File: src/rtl/ps2_scancode_receiver.sv
//==============================================================================
// Module      : ps2_scancode_receiver
// Description : PS/2 keyboard receiver. Synchronises and filters the raw
//               PS2_CLK/PS2_DATA lines, decodes start/data/parity/stop frames
//               and assembles final scancodes with make/break (0xF0) and
//               extended (0xE0) prefix flags into a handshaked holding
//               register.
//               Optional feature macro: PS2_PARITY_CHECK_EN
//                 defined   -> odd parity enforced, oParityErr pulses on failure
//                 undefined -> parity bit captured but ignored, oParityErr = 0
// Revision    : 1.0 - initial release
//==============================================================================
`default_nettype none

module ps2_scancode_receiver #(
  parameter int FILTER_LEN     = 8,
  parameter int TIMEOUT_CYCLES = 50000
) (
  input  logic       Clock,
  input  logic       Reset,
  input  logic       PS2_CLK,
  input  logic       PS2_DATA,
  input  logic       iAck,
  output logic [7:0] oScanCode,
  output logic       oValid,
  output logic       oBreak,
  output logic       oExtended,
  output logic       oOverrun,
  output logic       oParityErr
);

  localparam int                TMO_W   = $clog2(TIMEOUT_CYCLES + 1);
  localparam logic [TMO_W-1:0]  TMO_MAX = TMO_W'(TIMEOUT_CYCLES);

  localparam logic [1:0] S_IDLE   = 2'd0;
  localparam logic [1:0] S_DATA   = 2'd1;
  localparam logic [1:0] S_PARITY = 2'd2;
  localparam logic [1:0] S_STOP   = 2'd3;

  // Synchroniser and filter state
  logic [1:0]            r_clk_sync;
  logic [1:0]            r_dat_sync;
  logic [FILTER_LEN-1:0] r_clk_sr;
  logic [FILTER_LEN-1:0] r_dat_sr;
  logic                  r_clk_filt;
  logic                  r_dat_filt;
  logic                  r_fall;

  logic [FILTER_LEN-1:0] w_clk_sr_nxt;
  logic [FILTER_LEN-1:0] w_dat_sr_nxt;
  logic                  w_clk_filt_nxt;
  logic                  w_dat_filt_nxt;

  // Frame state
  logic [1:0]       r_state;
  logic [1:0]       w_state_nxt;
  logic [3:0]       r_bitcnt;
  logic [7:0]       r_shift;
  logic             r_parity;
  logic [TMO_W-1:0] r_tmo;
  logic             w_timeout;
  logic             w_start;
  logic             w_shift;
  logic             w_cap_par;
  logic             w_cap_stop;

  // Prefix and delivery
  logic       r_pend_ext;
  logic       r_pend_brk;
  logic       w_par_ok;
  logic       w_byte_good;
  logic       w_par_fail;
  logic       w_is_e0;
  logic       w_is_f0;
  logic       w_final;

  logic [7:0] r_code;
  logic       r_valid;
  logic       r_brk;
  logic       r_ext;
  logic       r_overrun;
  logic       r_parity_err;

  // Filter next values: a line moves only once the whole window agrees
  assign w_clk_sr_nxt   = {r_clk_sr[FILTER_LEN-2:0], r_clk_sync[1]};
  assign w_dat_sr_nxt   = {r_dat_sr[FILTER_LEN-2:0], r_dat_sync[1]};
  assign w_clk_filt_nxt = (&w_clk_sr_nxt) ? 1'b1 : ((~|w_clk_sr_nxt) ? 1'b0 : r_clk_filt);
  assign w_dat_filt_nxt = (&w_dat_sr_nxt) ? 1'b1 : ((~|w_dat_sr_nxt) ? 1'b0 : r_dat_filt);

  // Two-flop synchronisers, shift filters and the registered fall strobe
  always_ff @(posedge Clock or negedge Reset) begin
    if (!Reset) begin
      r_clk_sync <= 2'b11;
      r_dat_sync <= 2'b11;
      r_clk_sr   <= '1;
      r_dat_sr   <= '1;
      r_clk_filt <= 1'b1;
      r_dat_filt <= 1'b1;
      r_fall     <= 1'b0;
    end else begin
      r_clk_sync <= {r_clk_sync[0], PS2_CLK};
      r_dat_sync <= {r_dat_sync[0], PS2_DATA};
      r_clk_sr   <= w_clk_sr_nxt;
      r_dat_sr   <= w_dat_sr_nxt;
      r_clk_filt <= w_clk_filt_nxt;
      r_dat_filt <= w_dat_filt_nxt;
      r_fall     <= r_clk_filt & ~w_clk_filt_nxt;
    end
  end

  // Abort a stalled partial frame once no fall strobe arrives in time
  assign w_timeout = (r_state != S_IDLE) && !r_fall && (r_tmo == TMO_MAX);

  // Frame FSM state register
  always_ff @(posedge Clock or negedge Reset) begin
    if (!Reset) begin
      r_state <= S_IDLE;
    end else begin
      r_state <= w_state_nxt;
    end
  end

  // Frame FSM next-state logic
  always_comb begin
    w_state_nxt = r_state;
    case (r_state)
      S_IDLE: begin
        if (r_fall && !r_dat_filt) w_state_nxt = S_DATA;
      end
      S_DATA: begin
        if (w_timeout)                       w_state_nxt = S_IDLE;
        else if (r_fall && r_bitcnt == 4'd7) w_state_nxt = S_PARITY;
      end
      S_PARITY: begin
        if (w_timeout)   w_state_nxt = S_IDLE;
        else if (r_fall) w_state_nxt = S_STOP;
      end
      default: begin
        if (w_timeout || r_fall) w_state_nxt = S_IDLE;
      end
    endcase
  end

  // Frame FSM output decode: which bit the current fall strobe carries
  always_comb begin
    w_start    = 1'b0;
    w_shift    = 1'b0;
    w_cap_par  = 1'b0;
    w_cap_stop = 1'b0;
    case (r_state)
      S_IDLE:   w_start    = r_fall && !r_dat_filt;
      S_DATA:   w_shift    = r_fall;
      S_PARITY: w_cap_par  = r_fall;
      default:  w_cap_stop = r_fall;
    endcase
  end

  // Bit counter, data shifter, parity capture and timeout counter
  always_ff @(posedge Clock or negedge Reset) begin
    if (!Reset) begin
      r_bitcnt <= 4'd0;
      r_shift  <= 8'h00;
      r_parity <= 1'b0;
      r_tmo    <= '0;
    end else begin
      if (w_start)        r_bitcnt <= 4'd0;
      else if (w_shift)   r_bitcnt <= r_bitcnt + 4'd1;
      if (w_shift)        r_shift  <= {r_dat_filt, r_shift[7:1]};
      if (w_cap_par)      r_parity <= r_dat_filt;
      if (r_state == S_IDLE || r_fall || w_timeout) r_tmo <= '0;
      else                                          r_tmo <= r_tmo + 1'b1;
    end
  end

`ifdef PS2_PARITY_CHECK_EN
  assign w_par_ok = ^{r_shift, r_parity};
`else
  // Parity bit is captured for completeness but never gates delivery
  assign w_par_ok = r_parity | 1'b1;
`endif

  // Stop bit must be 1; a bad stop bit discards the frame silently
  assign w_byte_good = w_cap_stop && r_dat_filt && w_par_ok;
  assign w_par_fail  = w_cap_stop && r_dat_filt && !w_par_ok;
  assign w_is_e0     = (r_shift == 8'hE0);
  assign w_is_f0     = (r_shift == 8'hF0);
  assign w_final     = w_byte_good && !w_is_e0 && !w_is_f0;

  // Prefix tracking: flags survive timeouts and parity failures
  always_ff @(posedge Clock or negedge Reset) begin
    if (!Reset) begin
      r_pend_ext <= 1'b0;
      r_pend_brk <= 1'b0;
    end else if (w_byte_good) begin
      if (w_is_e0) begin
        r_pend_ext <= 1'b1;
      end else if (w_is_f0) begin
        r_pend_brk <= 1'b1;
      end else begin
        r_pend_ext <= 1'b0;
        r_pend_brk <= 1'b0;
      end
    end
  end

  // Holding register with valid/ack handshake and sticky overrun
  always_ff @(posedge Clock or negedge Reset) begin
    if (!Reset) begin
      r_code       <= 8'h00;
      r_valid      <= 1'b0;
      r_brk        <= 1'b0;
      r_ext        <= 1'b0;
      r_overrun    <= 1'b0;
      r_parity_err <= 1'b0;
    end else begin
      r_parity_err <= w_par_fail;
      if (w_final) begin
        if (!r_valid || iAck) begin
          r_code    <= r_shift;
          r_brk     <= r_pend_brk;
          r_ext     <= r_pend_ext;
          r_valid   <= 1'b1;
          if (r_valid) r_overrun <= 1'b0;
        end else begin
          r_overrun <= 1'b1;
        end
      end else if (r_valid && iAck) begin
        r_valid   <= 1'b0;
        r_overrun <= 1'b0;
      end
    end
  end

  assign oScanCode  = r_code;
  assign oValid     = r_valid;
  assign oBreak     = r_brk;
  assign oExtended  = r_ext;
  assign oOverrun   = r_overrun;
  assign oParityErr = r_parity_err;

endmodule

`default_nettype wire
File: config.mk
export PLATFORM = sky130hd
export DESIGN_NAME = ps2_scancode_receiver
export DESIGN_NICKNAME = d
export VERILOG_FILES = /design/src/rtl/ps2_scancode_receiver.sv
export SDC_FILE = /design/constraint.sdc
export NUM_CORES = 1
export LEC_CHECK = 0
export CAP_MARGIN = 20
export CORE_ASPECT_RATIO = 2
export CORE_UTILIZATION = 51
export DETAILED_ROUTE_END_ITERATION = 10
export HOLD_SLACK_MARGIN = 0.15
export PLACE_DENSITY = 0.8
export SLEW_MARGIN = 10
export SYNTH_ARGS = -nofsm -noshare
export SYNTH_HDL_FRONTEND = slang
export SYNTH_SLANG_ARGS = --single-unit
File: constraint.sdc
create_clock -name Clock -period 4.5 [get_ports Clock]
set_input_delay 0.45 -clock Clock [delete_from_list [all_inputs] [get_ports Clock]]
set_output_delay 0.45 -clock Clock [all_outputs]
set_load 0.01 [all_outputs]
==> flow_metrics.env, run 1 <==
export IMPL_status="finished, final reports clean"
export IMPL_end_kind="register"
export IMPL_post_cts_buffers=0
export IMPL_grt_start_max_net_pins=66
export IMPL_grt_remaining_overflow=0
export IMPL_route_detailed_wl_per_inst_um=15.8
export IMPL_hold_ws_ns=0.257
export IMPL_worstSetupPathType="reg -> reg"
export IMPL_power_w=0.00125
export IMPL_yosysSeqAreaShare=0.627
export IMPL_relSlewSlack=0.482
export IMPL_port_buffers=16
export IMPL_maxCapViolations=0
export IMPL_grt_pass1_wl_um=8060
export IMPL_synth_distinct_cells=42
export IMPL_root_buffer="clkbuf_8"
export IMPL_syn_area_sq_um=2630
export IMPL_diodes=0
export IMPL_cts_buffers=9
export IMPL_rows=36
export IMPL_area_delta_synth_final_pct=17.0
export IMPL_cp_slowest_cell="or3_1"
export IMPL_fin_tns_setup_ns=0
export IMPL_worstPathRequired_ns=4.69
export IMPL_drt_total_wl_um=4680
export IMPL_met2_usage=0.339
export IMPL_p_leak_nw=1.34
export IMPL_place_ws_ns=2.33
export IMPL_top_usage_layer="met2"
export IMPL_fin_crit_sh=0.480
export IMPL_crit_cells=6
export IMPL_ios=18
export IMPL_clk_latency_ns=0.34
export IMPL_fillerInstances=376
export IMPL_critPathArrivalTime_ns=2.35
export IMPL_ys_top_cells_by_area="dfrtp_1 (43%), dfstp_2 (20%), mux2_2 (6.8%)"
export IMPL_grt_usage=0.205
export IMPL_ctsHoldBuffers=0
export IMPL_antenna_found_initial=0
export IMPL_die_width_um=52.8
export IMPL_ys_flop_type="dfrtp_1"
export IMPL_place_gp_congestion=0.803
export IMPL_hold_path_class="in -> async"
export IMPL_cts_sinks=65
export IMPL_die_area_sq_um=5470
export IMPL_register_area_sq_um=1650
export IMPL_postLayoutSetupSlackWorst_ns=2.34
export IMPL_nNetsFinal=243
export IMPL_crit_buf_inv=1
export IMPL_final_cells=297
export IMPL_drc_errors=0
export IMPL_critPathLaunchType="register"
export IMPL_syn_avg_cell_area_sq_um=12.4
export IMPL_cts_resized=0
export IMPL_dp_final_hpwl_um=3160
export IMPL_clk_pin_slew_ns=0.08
export IMPL_grt_setup_unrepaired="false"
export IMPL_fin_crit_ns=2.16
export IMPL_crit_chain="inv_1 > ha_1 > or4bb_1 > nor4_2 > or3_1 > nor2_1"
export IMPL_crit_fanout=16
export IMPL_first_pass_iters=4
export IMPL_use_met3=0.0485
export IMPL_slew_violations=0
export IMPL_die_h_um=104
export IMPL_netlist_instances=212
export IMPL_final_setup_skew_ns=0.0139
export IMPL_vias=1672
export IMPL_drive_gt1_frac=0.233
export IMPL_synth_area_leader_cell="dfrtp_1"
export IMPL_synth_seq_cells=65
export IMPL_worst_pin_slew_ns=0.776
export IMPL_via_per_inst=5.63
export IMPL_cts_buffer_depth=2
export IMPL_async_flop_share=1.00
export IMPL_finalHoldViolCount=0
export IMPL_core_area_sq_um=4910
export IMPL_dpl_cell_count=281
export IMPL_cts_htree_levels=3
export IMPL_power_density_nw_per_um2=405
export IMPL_synth_edff_count=0
export IMPL_cts_tree="built"
export IMPL_setup_viol=0
export IMPL_drtIter0Drc=34
export IMPL_yosysWarnings=0
export IMPL_cpPeakStageDelay_ns=0.50
export IMPL_post_synth_top_count_cell="dfrtp_1"
export IMPL_fmax_mhz=463
export IMPL_peakVddDrop_uv=352
export IMPL_grt_pass1_vias=1747
export IMPL_crit_family="simple AND/OR/NAND/NOR gates"
export IMPL_ant_nets=0
export IMPL_start_util=0.536
export IMPL_multi_input_comb_area_sq_um=905
export IMPL_synth_top_area_share=0.428
export IMPL_met1_usage=0.226
export IMPL_ys_top_cells_by_count="dfrtp_1 (45), nor2_1 (23), dfstp_2 (20)"
export IMPL_syn_nets=220
export IMPL_ff2ff_path_depth=6
logic make-up after synthesis:
logic type	synth area share
simple gates	0.147
compound gates	0.0618
xor+xnor	0.0466
mux	0.0722
buf+inv	0.0290
other cells	0.00142
fa+ha+maj	0.0143
flops	0.627
worst register-to-register path, cell delays in order, from the launching register on:
cell and delay (ns):
dfrtp_1 0.45, inv_1 0.09, ha_1 0.14, or4bb_1 0.49
nor4_2 0.25, or3_1 0.50, nor2_1 0.11
final timing paths:
path                                         start                        to  slack (ns)
max in group asynchronous                    Reset    r_pend_ext$_DFFE_PN0P_        3.71
min in group Clock         r_clk_sync[0]$_DFF_PN1_   r_clk_sync[1]$_DFF_PN1_        0.36
min reg2reg                r_clk_sync[0]$_DFF_PN1_   r_clk_sync[1]$_DFF_PN1_        0.36
min                                          Reset  oScanCode[1]$_DFFE_PN0P_        0.26
max reg2reg                     r_tmo[0]$_DFF_PN0_       r_tmo[15]$_DFF_PN0_        2.34
max                             r_tmo[0]$_DFF_PN0_       r_tmo[15]$_DFF_PN0_        2.34
registers in the layout, summed over array words and instances (netlist names), 2 cells and up:
| register | cells |
|---|---|
| r_tmo | 16 |
| r_state | 2 |
| oScanCode | 8 |
| r_bitcnt | 4 |
| r_clk_sync | 2 |
| r_shift | 8 |
| r_clk_sr | 7 |
| r_dat_sr | 7 |
| r_dat_sync | 2 |
layout make-up:
cell class / count / share of cell area
well taps: 57 / 0.0232
clock buffers: 10 / 0.0447
repair buffers: 17 / 0.0528
clock inverters: 6 / 0.0374
flip-flops and latches: 65 / 0.536
multi-input cells: 132 / 0.294
inverters: 10 / 0.0122
layout by cell type (no fill, tap or decap), types with 2 or more instances in the layout:
| cell | count |
|---|---|
| nor3_1 | 4 |
| nor2b_1 | 2 |
| and3_1 | 3 |
| clkinv_4 | 2 |
| ha_1 | 3 |
| nand2_1 | 10 |
| nor4_1 | 6 |
| o21ai_0 | 8 |
| dfstp_2 | 20 |
| a22o_1 | 2 |
| xor2_1 | 3 |
| inv_1 | 10 |
| a21oi_1 | 5 |
| bufinv_16 | 3 |
| clkbuf_8 | 10 |
| nand3_1 | 9 |
| nor2_1 | 23 |
| dfrtp_1 | 45 |
| nand4_1 | 5 |
| or4b_1 | 2 |
| and4_1 | 2 |
| mux2_2 | 16 |
| xnor2_1 | 11 |
| clkdlybuf4s50_1 | 15 |
routing by layer:
| layer | wire, um | share of wire | up-vias |
|---|---|---|---|
| met4 | 122 | 0.026 | 0 |
| met5 | 0 | 0 | - |
| met2 | 2670 | 0.57 | 42 |
| met3 | 138 | 0.029 | 13 |
| met1 | 1750 | 0.37 | 829 |
| li1 | - | - | 788 |
per-stage QoR:
stage | util | cell area, sq um
3_5_place_dp | 0.576 | 2830
4_1_cts | 0.627 | 3080
6_report | 0.627 | 3080
5_1_grt | 0.627 | 3080
3_3_place_gp | 0.576 | 2830
2_1_floorplan | - | 2630
power breakdown:
group / internal, W / leakage, nW / switching [W]
clock network: 0.000385 / 0.123 / 0.000231
logic: 0.00000569 / 0.386 / 0.0000155
registers: 0.000600 / 0.834 / 0.00000843
total: 0.000991 / 1.34 / 0.000255
Note: power is estimated with default switching activity, not from simulation.
==> inputs of run 2 (changes only) <==
==> constraint.sdc (replaced) <==
create_clock -name Clock -period 2.04 [get_ports Clock]
set_input_delay 0.204 -clock Clock [delete_from_list [all_inputs] [get_ports Clock]]
set_output_delay 0.204 -clock Clock [all_outputs]
set_load 0.01 [all_outputs]
==> run 2 against run 1 <==
Net effect:
- register-to-register slack lost 2.2 ns
- design area grew 1.5%
- global-route usage is essentially flat
- clock skew shrank 0.0036 ns
- die area is the same
- largest power group is now registers
==> flow_metrics.env, run 2 (same netlist as run 1, synthesis figures left out) <==
export IMPL_ff2ff_path_depth=6
export IMPL_cpPeakStageDelay_ns=0.52
export IMPL_grt_start_max_net_pins=44
export IMPL_status="finished, final reports clean"
export IMPL_reg2reg_to="r_state[0]$_DFFE_PN0P_"
export IMPL_r2r_start="r_tmo[1]$_DFF_PN0_"
export IMPL_end_kind="register"
export IMPL_hold_path_class="in -> reg"
export IMPL_ant_nets=0
export IMPL_worstSetupPathType="reg -> reg"
export IMPL_grt_pass1_wl_um=8000
export IMPL_setup_viol=0
export IMPL_finalHoldViolCount=0
export IMPL_cts_buffer_depth=2
export IMPL_drive_gt1_frac=0.246
export IMPL_clk_latency_ns=0.34
export IMPL_rows=36
export IMPL_fin_crit_ns=1.92
export IMPL_port_buffers=16
export IMPL_ios=18
export IMPL_via_per_inst=5.55
export IMPL_p_leak_nw=1.38
export IMPL_die_h_um=104
export IMPL_final_util=0.637
export IMPL_critPathArrivalTime_ns=2.15
export IMPL_core_area_sq_um=4910
export IMPL_root_buffer="clkbuf_8"
export IMPL_clk_pin_slew_ns=0.07
export IMPL_largest_reg_flops=16
export IMPL_fin_tns_setup_ns=0
export IMPL_crit_fanout=6
export IMPL_grt_pass1_vias=1747
export IMPL_mostFrequentLayoutCell="dfrtp_1"
export IMPL_final_setup_skew_ns=0.0103
export IMPL_nNetsFinal=247
export IMPL_cp_slowest_cell="or4bb_1"
export IMPL_drc_errors=0
export IMPL_antenna_found_initial=0
export IMPL_drtIter0Drc=34
export IMPL_die_area_sq_um=5470
export IMPL_fin_crit_sh=0.939
export IMPL_maxCapViolations=0
export IMPL_holdPathStages=1
export IMPL_start_util=0.536
export IMPL_final_cells=301
export IMPL_first_pass_iters=3
export IMPL_design_area_sq_um=3130
export IMPL_r2r_slack_ns=0.12
export IMPL_grt_remaining_overflow=0
export IMPL_crit_chain="inv_1 > ha_1 > or4bb_1 > nor4_4 > nor2_1 > a211o_1"
export IMPL_critPathLaunchType="register"
export IMPL_postPlaceCellArea_sq_um=2880
export IMPL_cts_buffers=9
export IMPL_route_detailed_wl_per_inst_um=15.3
export IMPL_cts_tree="built"
export IMPL_hp_start="PS2_DATA"
export IMPL_cts_sinks=65
export IMPL_mostFrequentLayoutCells="dfrtp_1 (45), nor2_1 (23), dfstp_2 (20)"
export IMPL_die_width_um=52.8
export IMPL_relSlewSlack=0.655
export IMPL_worstPathRequired_ns=2.27
export IMPL_worst_pin_slew_ns=0.518
export IMPL_top_register="r_tmo"
export IMPL_area_delta_synth_final_pct=18.8
export IMPL_postLayoutSetupSlackWorst_ns=0.124
export IMPL_place_ws_ns=0.107
export IMPL_dp_final_hpwl_um=3250
export IMPL_power_density_nw_per_um2=841
export IMPL_drt_total_wl_um=4610
export IMPL_holdPathEnd="r_dat_sync[0]$_DFF_PN1_"
export IMPL_slew_violations=0
export IMPL_grt_setup_unrepaired="false"
export IMPL_diodes=0
export IMPL_grt_usage=0.205
export IMPL_peakVddDrop_uv=851
export IMPL_vias=1672
export IMPL_place_gp_congestion=0.769
export IMPL_cts_htree_levels=3
export IMPL_dpl_cell_count=284
export IMPL_fmax_mhz=522
==> run 2: area by class of cell <==
cell class                 count  area [sq um]
sequential                    65          1650
fill                         392          1780
inverter                      10          37.5
clock inverter                 5          77.6
tap                           57          71.3
multi-input combinational    132           918
timing repair buffer          21           220
clock buffer                  11           151
==> run 2: metrics by stage <==
step / total power (W) / hold slack [ns]
2_1_floorplan: 0.00138 / -0.0916
3_3_place_gp: 0.00142 / 0.190
3_5_place_dp: 0.00143 / 0.200
4_1_cts: 0.00267 / 0.241
5_1_grt: 0.00274 / 0.262
6_report: 0.00263 / 0.270
==> run 2: worst max-delay path, delay by kind of cell, from the launching register on <==
kind,cells,cell delay [ns]
AOI/OAI and AO/OA,1,0.29
adders and majority gates,1,0.14
and+or+nand+nor,3,0.87
buffers and inverters,1,0.08
DFF,1,0.44
==> run 2: layer usage <==
metal / GRT usage / share of wire
met4: 0.128 / 0.031
met2: 0.334 / 0.56
met3: 0.0617 / 0.024
met5: 0 / 0
met1: 0.220 / 0.38
==> run 2: how the worst max path moves through the flow <==
stage               depth (start not counted)                      to                from  slack (ns)
CTS                                         7      r_tmo[8]$_DFF_PN0_  r_tmo[1]$_DFF_PN0_        0.09
finish                                      6  r_state[0]$_DFFE_PN0P_  r_tmo[1]$_DFF_PN0_        0.12
global route                                7      r_tmo[9]$_DFF_PN0_  r_tmo[1]$_DFF_PN0_        0.03
floorplan                                   8     r_tmo[14]$_DFF_PN0_  r_tmo[0]$_DFF_PN0_        0.19
detailed placement                          7      r_tmo[4]$_DFF_PN0_  r_tmo[1]$_DFF_PN0_        0.11
global placement                            7      r_tmo[7]$_DFF_PN0_  r_tmo[1]$_DFF_PN0_        0.14
==> run 2: power breakdown <==
group	total, W	internal [W]	switching, W
Clock	0.00123	0.000750	0.000477
Sequential	0.00134	0.00132	0.0000145
Combinational	0.0000633	0.0000229	0.0000405
Total	0.00263	0.00210	0.000531
==> run 2: repair_timing <==
action,4_1_cts,5_1_grt
buffers inserted,0,0
endpoints found under the hold margin,3,0
resized for setup,0,2
setup endpoints to repair,0,15
hold buffers,1,0
==> inputs of run 3 (changes only) <==
--- a/config.mk
+++ b/config.mk
@@ -11,6 +11,7 @@
 export DETAILED_ROUTE_END_ITERATION = 10
 export HOLD_SLACK_MARGIN = 0.15
 export PLACE_DENSITY = 0.8
+export SKIP_CTS_REPAIR_TIMING = 1
 export SLEW_MARGIN = 10
 export SYNTH_ARGS = -nofsm -noshare
 export SYNTH_HDL_FRONTEND = slang
==> results of run 3 <==
No change in the layout: final DEF, timing and power equal those of run 2.
Among the figures that moved: wire length of the first global-routing pass 8000 um -> 7980 um; via count of the first global-routing pass 1747 -> 1735; overall routing resource usage 0.205 -> 0.204; met2 usage 0.334 -> 0.332
